## config.mk

```make
export PLATFORM = sky130hd
export DESIGN_NAME = ultra_distance_calc_flat
export DESIGN_NICKNAME = d
export VERILOG_FILES = /design/src/rtl/ultra_distance_calc_if.sv /design/src/rtl/ultra_distance_calc.sv /design/src/flat_wrapper.sv
export SDC_FILE = /design/constraint.sdc
export NUM_CORES = 1
export LEC_CHECK = 0
export ABC_AREA = 1
export BUFFER_PORTS_ARGS = -buffer_cell sky130_fd_sc_hd__buf_2
export CAP_MARGIN = 20
export CORE_UTILIZATION = 45
export CTS_CLUSTER_SIZE = 24
export DETAILED_ROUTE_END_ITERATION = 8
export GPL_TIMING_DRIVEN = 1
export PLACE_DENSITY = 0.6
export REMOVE_ABC_BUFFERS = 1
export SYNTH_ARGS = -nofsm -noshare
export SYNTH_HDL_FRONTEND = slang
export SYNTH_SLANG_ARGS = --single-unit
export TNS_END_PERCENT = 100
```

## constraint.sdc

```tcl
create_clock -name CLKOUT -period 7.7 [get_ports CLKOUT]
set_input_delay 1.54 -clock CLKOUT [delete_from_list [all_inputs] [get_ports CLKOUT]]
set_output_delay 1.54 -clock CLKOUT [all_outputs]
set_load 0.02 [all_outputs]
```

## src/rtl/ultra_distance_calc_if.sv

```systemverilog
// Handshake bundle between the ultrasonic echo counter and the distance calculator.
// master = counter side (count/calculate), slave = calculator side (results/restart).
interface ultra_distance_calc_if #(
    parameter int unsigned CNT_W = 8
) ();
    logic [CNT_W-1:0] count;
    logic             calculate;
    logic             counter_rst;
    logic [7:0]       distance;
    logic             dist_valid;
    logic             out_of_range;
    logic [7:0]       avg_distance;
    logic             avg_valid;

    modport master (
        output count, calculate,
        input  counter_rst, distance, dist_valid, out_of_range, avg_distance, avg_valid
    );

    modport slave (
        input  count, calculate,
        output counter_rst, distance, dist_valid, out_of_range, avg_distance, avg_valid
    );
endinterface

```

## src/rtl/ultra_distance_calc.sv

```systemverilog
// Converts a finished echo-width count into a saturated 8-bit distance, range-checks it,
// keeps a moving average of in-range samples and re-arms the counter afterwards.
module ultra_distance_calc #(
    parameter int unsigned CNT_W       = 8,
    parameter int unsigned SCALE_NUM   = 1,
    parameter int unsigned SCALE_SHIFT = 0,
    parameter int unsigned MIN_CNT     = 2,
    parameter int unsigned MAX_CNT     = 200,
    parameter int unsigned AVG_LOG2    = 2
) (
    input logic                  CLKOUT,
    input logic                  reset,
    ultra_distance_calc_if.slave bus
);
    localparam int unsigned Depth = 1 << AVG_LOG2;
    localparam int unsigned SumW  = 8 + AVG_LOG2;
    localparam int unsigned ProdW = CNT_W + 16;
    localparam int unsigned FillW = AVG_LOG2 + 1;

    typedef enum logic [2:0] {
        StIdle, StCapture, StScale, StSat, StCheck, StRearm
    } state_e;

    state_e               state_q, state_d;
    logic                 calc_q;
    logic [CNT_W-1:0]     cnt_q;
    logic [ProdW-1:0]     prod_q;
    logic [7:0]           sat_q;
    logic [7:0]           distance_q;
    logic                 oor_q;
    logic                 dist_valid_q;
    logic                 counter_rst_q;
    logic [7:0]           avg_q;
    logic                 avg_valid_q;
    logic [7:0]           buf_q [Depth];
    logic [SumW-1:0]      sum_q;
    logic [AVG_LOG2-1:0]  wp_q;
    logic [FillW-1:0]     fill_q;

    logic                 start;
    logic [ProdW-1:0]     scaled;
    logic [7:0]           sat_d;
    logic                 oor_d;
    logic [SumW-1:0]      sum_d;
    logic [FillW-1:0]     fill_d;

    always_comb begin
        state_d = state_q;
        start   = bus.calculate & ~calc_q;
        unique case (state_q)
            StIdle:    if (start) state_d = StCapture;
            StCapture: state_d = StScale;
            StScale:   state_d = StSat;
            StSat:     state_d = StCheck;
            StCheck:   state_d = StRearm;
            StRearm:   if (!bus.calculate) state_d = StIdle;
            default:   state_d = StIdle;
        endcase
    end

    always_comb begin
        scaled = prod_q >> SCALE_SHIFT;
        sat_d  = (|scaled[ProdW-1:8]) ? 8'hff : scaled[7:0];
        oor_d  = (32'(cnt_q) < MIN_CNT) || (32'(cnt_q) > MAX_CNT);
        // Empty slots hold 0, so subtracting the old entry before the buffer fills is harmless.
        sum_d  = sum_q - {{AVG_LOG2{1'b0}}, buf_q[wp_q]} + {{AVG_LOG2{1'b0}}, distance_q};
        fill_d = (fill_q == FillW'(Depth)) ? fill_q : fill_q + 1'b1;
    end

    always_ff @(posedge CLKOUT) begin
        if (reset) begin
            state_q       <= StIdle;
            calc_q        <= 1'b1;
            cnt_q         <= '0;
            prod_q        <= '0;
            sat_q         <= '0;
            distance_q    <= '0;
            oor_q         <= 1'b0;
            dist_valid_q  <= 1'b0;
            counter_rst_q <= 1'b0;
            avg_q         <= '0;
            avg_valid_q   <= 1'b0;
            sum_q         <= '0;
            wp_q          <= '0;
            fill_q        <= '0;
            for (int i = 0; i < int'(Depth); i++) buf_q[i] <= '0;
        end else begin
            state_q       <= state_d;
            calc_q        <= bus.calculate;
            dist_valid_q  <= 1'b0;
            avg_valid_q   <= 1'b0;
            counter_rst_q <= (state_d == StRearm);
            case (state_q)
                StIdle:    if (state_d == StCapture) cnt_q <= bus.count;
                StCapture: prod_q <= ProdW'(cnt_q) * ProdW'(SCALE_NUM);
                // Clamp gets its own cycle so the multiply and the saturate do not chain.
                StScale:   sat_q <= sat_d;
                StSat: begin
                    distance_q   <= sat_q;
                    oor_q        <= oor_d;
                    dist_valid_q <= 1'b1;
                end
                StCheck: begin
                    if (!oor_q) begin
                        buf_q[wp_q] <= distance_q;
                        sum_q       <= sum_d;
                        wp_q        <= wp_q + 1'b1;
                        fill_q      <= fill_d;
                        if (fill_d == FillW'(Depth)) begin
                            avg_q       <= sum_d[SumW-1:AVG_LOG2];
                            avg_valid_q <= 1'b1;
                        end
                    end
                end
                default: ;
            endcase
        end
    end

    assign bus.counter_rst  = counter_rst_q;
    assign bus.distance     = distance_q;
    assign bus.dist_valid   = dist_valid_q;
    assign bus.out_of_range = oor_q;
    assign bus.avg_distance = avg_q;
    assign bus.avg_valid    = avg_valid_q;
endmodule

```

## src/flat_wrapper.sv

```systemverilog
// flat-port wrapper written by rule: the top's interface ports become plain ports
module ultra_distance_calc_flat 
#(
    parameter int unsigned CNT_W       = 8,
    parameter int unsigned SCALE_NUM   = 1,
    parameter int unsigned SCALE_SHIFT = 0,
    parameter int unsigned MIN_CNT     = 2,
    parameter int unsigned MAX_CNT     = 200,
    parameter int unsigned AVG_LOG2    = 2
)
  (CLKOUT, reset, bus_count, bus_calculate, bus_counter_rst, bus_distance, bus_dist_valid, bus_out_of_range, bus_avg_distance, bus_avg_valid);
  ultra_distance_calc_if #(.CNT_W(CNT_W)) bus_i ();
  input logic CLKOUT;
  input logic reset;
  input wire logic [$bits(bus_i.count)-1:0] bus_count;
  input wire logic [$bits(bus_i.calculate)-1:0] bus_calculate;
  output wire logic [$bits(bus_i.counter_rst)-1:0] bus_counter_rst;
  output wire logic [$bits(bus_i.distance)-1:0] bus_distance;
  output wire logic [$bits(bus_i.dist_valid)-1:0] bus_dist_valid;
  output wire logic [$bits(bus_i.out_of_range)-1:0] bus_out_of_range;
  output wire logic [$bits(bus_i.avg_distance)-1:0] bus_avg_distance;
  output wire logic [$bits(bus_i.avg_valid)-1:0] bus_avg_valid;
  assign bus_i.count = bus_count;
  assign bus_i.calculate = bus_calculate;
  assign bus_counter_rst = bus_i.counter_rst;
  assign bus_distance = bus_i.distance;
  assign bus_dist_valid = bus_i.dist_valid;
  assign bus_out_of_range = bus_i.out_of_range;
  assign bus_avg_distance = bus_i.avg_distance;
  assign bus_avg_valid = bus_i.avg_valid;
  ultra_distance_calc #(.CNT_W(CNT_W), .SCALE_NUM(SCALE_NUM), .SCALE_SHIFT(SCALE_SHIFT), .MIN_CNT(MIN_CNT), .MAX_CNT(MAX_CNT), .AVG_LOG2(AVG_LOG2)) u_core (.CLKOUT(CLKOUT), .reset(reset), .bus(bus_i));
endmodule
```

# Word-level counts from Yosys, hierarchy flattened

Memories as Yosys holds them, arrays and structs flattened. A register that Yosys moved wholly into a read port is not among the register bits.
Index checks and enable logic that the tools add are counted.

Bits in writable memories: 32
Output and inout bits: 20
Memories: 1
Word-level logic and storage cells: 58
Bits of input ports: 11
Bits in registers: 63

$add $sub $neg: 4
Mux-type cells: 17
Order comparisons: 2
Bitwise operators: 4
Reduce and logical (&&, ||, !) cells: 7
Equal/unequal tests: 9

Memory list:

| memory       | depth | bits a word | rd ports | clocked after Yosys merged registers in | write ports | RTL line                  | RTL |
|---|---|---|---|---|---|---|---|
| u_core.buf_q | 4     | 8           | 1        | 1                                       | 4           | ultra_distance_calc.sv:35 | `logic [7:0] buf_q [Depth];` |

Operators with widths:

| cell                | count |
|---|---|
| $pmux 3 s6          | 1 |
| $eq 3x3->1 const B  | 5 |
| $add 10x8->10       | 1 |
| $sub 10x8->10       | 1 |
| $mux 1              | 9 |
| $mux 3              | 3 |
| $gt 8x8->1 const B  | 1 |
| $lt 8x2->1 const B  | 1 |
| $mux 8              | 1 |
| $reduce_or 8->1     | 1 |
| $eq 3x1->1 const B  | 2 |
| $eq 3x2->1 const B  | 2 |
| $mux 2              | 3 |
| $reduce_and 2->1    | 2 |
| $add 3x1->3 const B | 1 |
| $logic_not 3->1     | 1 |
| $not 1->1           | 3 |
| $reduce_and 3->1    | 1 |
| $reduce_or 3->1     | 1 |
| $add 2x1->2 const B | 1 |
| $and 1x1->1         | 1 |
| $logic_or 1x1->1    | 1 |

# Logic depth before layout (Yosys ltp)

Depth in word-level cells: 6
Gate-level depth with buffers: 18
Mapped depth without buffers: 17

# Worst setup path before layout

Ideal clock, no wire load.

Path type: input to register
Start: input reset
End: memory u_core.buf_q[0][0], enable pin
Setup slack: 4.979 ns
Path buffers: 1
Data required time: 7.371 ns
Arrival time: 2.392 ns
Stages on the path: 6
Library setup time: 0.329 ns
Cell sequence: clkbuf_1 inv_2 nand2_2 inv_2 nand3_4 nand2_1

RTL lines:

| what            | RTL line                  | RTL |
|---|---|---|
| start, declared | flat_wrapper.sv:14        | `input logic reset;` |
| end, declared   | ultra_distance_calc.sv:35 |  |

==> results.ini <==
[yosys]
yosysUniqueCellTypes=33
syn_area_per_cell_um2=8.496
flop_and_latch_count_out_of_synthesis=97
synthesis.instances=515
ys_dominant_reg_cell=sky130_fd_sc_hd__dfxtp_1
synth_area_um2=4375
edff_count_synth=32
synth-warning-count=0
ys_seq_area_frac=0.5170
async_flop_share=0
synthDominantCellAreaShare=0.2974
cell_taking_the_most_area_after_synthesis=sky130_fd_sc_hd__dfxtp_1
yosys-top-cells-area=sky130_fd_sc_hd__dfxtp_1, sky130_fd_sc_hd__edfxtp_1, sky130_fd_sc_hd__nor2_1, sky130_fd_sc_hd__inv_1, sky130_fd_sc_hd__nand2_1

[sta]
fmax_mhz=297.7
rsz_0062_raised_after_global_routing=no
fin_tns_setup_ps=0
timing.final.crit_share=0.4362
setup_viol_count_final=0
hold_slack_ps=447.8
post-route-min-period_ps=3359
report.final.slew_viol_count=0
fin_worst_skew_ps=12.03
max-slew-margin-rel=0.4785
setup_slack_ps=4341
worst_slew_pin_slew_ps=774.1
hold_violations=0

[setup_path]
path_cells=buf_2 -> inv_2 -> nand2_2 -> inv_2 -> nand3_4 -> nand2_1
critical_path_depth=6
worst_path_required_time_ps=7730
critPathCaptureType=flip-flop
depth_of_the_worst_register_to_register_path=16
worstPathMaxFanout=39
cp_slowest_stage_delay_ps=490
cp-start-kind=primary input
crit_slowest_cell=sky130_fd_sc_hd__inv_2
worst_path_most_repeated_cell=sky130_fd_sc_hd__inv_2
cp.buffers_inverters=3
critical_path.top_delay_family=buffers and inverters
criticalPathCategory=in2reg
arrival_ps=3380

[route]
detail_route.drc_violations=0
routed_via_density=5.066
detail_route.first_pass.iterations=5
drtAntennaViolNets=0
vias=3430
routed_wire_length_per_instance_um=13.93
initialDrtViolationCount=218
wirelength_mm=9.432

[clocking]
cts_hold_repair.buffers=0
tritoncts=done
cts_root_buf=sky130_fd_sc_hd__clkbuf_8
max-clock-path-buffers=2
clkTransAtPathRegs_ps=80
clkLatencyLatePin_ps=360
postCtsSetupBuffers=0
cts_made_buffers=9
h-tree-depth=3
cts_resized=0
clock_sinks=97

[placed_design]
gp_congestion=0.9528
place_hpwl_mm=6.895
port_buffers=30
numPlacedInstances=660
dpl_cell_area_um2=4618
dpl_ws_ps=3941

[min_path]
timing.hold.worst.class=reg2reg
timing.hold.worst_path_depth=2

[global_routing]
globalRouteMet2Util=0.3298
met3_use_gr=0.03398
maximum_number_of_pins_on_one_net_before_global_route_repair=40
globalRouteMet1Util=0.2777
number_of_global_route_vias_before_repair=3213
antenna_found_initial=0
gr-usage-all-layers=0.2047
gr-max-usage-layer=met2
grt_first_pass_wirelength_mm=15.62
grt_overflow_total=0

[die]
placement_row_count=35
io_pins=31
floorplan.die.height_um=100.6
area_of_the_core_region_um2=9328
floorplan.die.width_um=100.6
die-area_um2=10120
initial_utilization=0.4691

[layout]
diodes=0
final_common_cell=sky130_fd_sc_hd__nor2_1
post_route_cells_drive_above_1_share=0.1077
flow.area_growth_from_synthesis_pct=9.951
final-seq-area_um2=2262
final.fill_count=915
finish.net_count=574
finalInstanceArea_um2=4811
mostFrequentLayoutCells=sky130_fd_sc_hd__nor2_1, sky130_fd_sc_hd__inv_1, sky130_fd_sc_hd__nand2_1, sky130_fd_sc_hd__dfxtp_1, sky130_fd_sc_hd__o21ai_0
multi_input_area_um2=1752
final-instance-count-excl-fill=677

[job]
max_cap_violations=0

[power_and_ir_drop]
total_power_divided_by_cell_area_nw_per_um2=195.6
max-vdd-ir-drop_v=0.0001255
total_leakage_power_nw=2.012

[status]
status=finished clean

[stage by stage]
stage	util	total power, mW
after floorplan	-	0.6127
after global placement	0.4951	0.6355
after detailed placement	0.4951	0.6369
after CTS	0.5152	0.9475
after global routing	0.5158	0.9780
final	0.5158	0.9408
[worst paths after layout]
kind | slack, ps | endpoint | start
worst max-delay path | 4340 | u_core.buf_q[0][7]$_SDFFCE_PN0P_ | reset
worst min-delay path | 450 | u_core.sat_q[2]$_SDFFE_PP0P_ | u_core.sat_q[2]$_SDFFE_PP0P_
worst max register to register | 4480 | u_core.sum_q[8]$_SDFFE_PP0P_ | flip-flop
worst min register to register | 450 | u_core.sat_q[2]$_SDFFE_PP0P_ | u_core.sat_q[2]$_SDFFE_PP0P_
[Yosys cell counts, types with 3 or more instances]
library cell / instances
sky130_fd_sc_hd__o21ai_1: 4
sky130_fd_sc_hd__o21ai_0: 49
sky130_fd_sc_hd__dfxtp_1: 65
sky130_fd_sc_hd__a21oi_1: 35
sky130_fd_sc_hd__nand2_1: 67
sky130_fd_sc_hd__fa_1: 8
sky130_fd_sc_hd__nand2_2: 3
sky130_fd_sc_hd__nor3_1: 4
sky130_fd_sc_hd__inv_1: 76
sky130_fd_sc_hd__clkbuf_1: 5
sky130_fd_sc_hd__buf_2: 7
sky130_fd_sc_hd__nor2_1: 86
sky130_fd_sc_hd__o22ai_1: 14
sky130_fd_sc_hd__ha_1: 12
sky130_fd_sc_hd__xnor2_1: 3
sky130_fd_sc_hd__edfxtp_1: 32
sky130_fd_sc_hd__nand3_1: 24
[layout make-up]
class                   instances  share of cell area
flip-flops and latches         97              0.4702
multi-input cells             326              0.3641
inverters                      78             0.06086
well taps                     129             0.03355
repair buffers                 31             0.03225
clock buffers                  11             0.03173
clock inverters                 5            0.007282
[kinds of logic after synthesis]
| kind of cell | share of synthesized area |
|---|---|
| adder cells (fa/ha/maj) | 0.07092 |
| XOR/XNOR | 0.01001 |
| AND/OR/NAND/NOR | 0.1879 |
| flip-flops | 0.5170 |
| AO/OA/AOI/OAI | 0.1315 |
| buffers and inverters | 0.08264 |
[worst register-to-register path: cells and delay by family, from the launching register on]
kind	cells	cell delay [ps]
adder cells (fa/ha/maj)	3	910
buffers and inverters	4	540
AO/OA/AOI/OAI	3	460
flip-flops	1	670
AND/OR/NAND/NOR	6	550
[metal layers]
layer,up-vias,share of wire
met5,-,0
met4,0,0.018
met3,11,0.053
met2,81,0.48
met1,1603,0.45
li1,1735,-
[flip-flops by register name, summed over array words and instances, names as in the netlist, 2 cells and up, named ones only]
register	cells
u_core.bus.distance	8
u_core.sum_q	10
u_core.prod_q	8
u_core.wp_q	2
u_core.cnt_q	8
u_core.fill_q	3
u_core.sat_q	8
u_core.state_q	3
u_core.buf_q	32
u_core.bus.avg_distance	8
[where the power goes]
group / switching (mW) / internal (mW)
logic: 0.0508 / 0.0246
clock network: 0.177 / 0.139
registers: 0.00819 / 0.542
(Power assumes the default switching activity.)
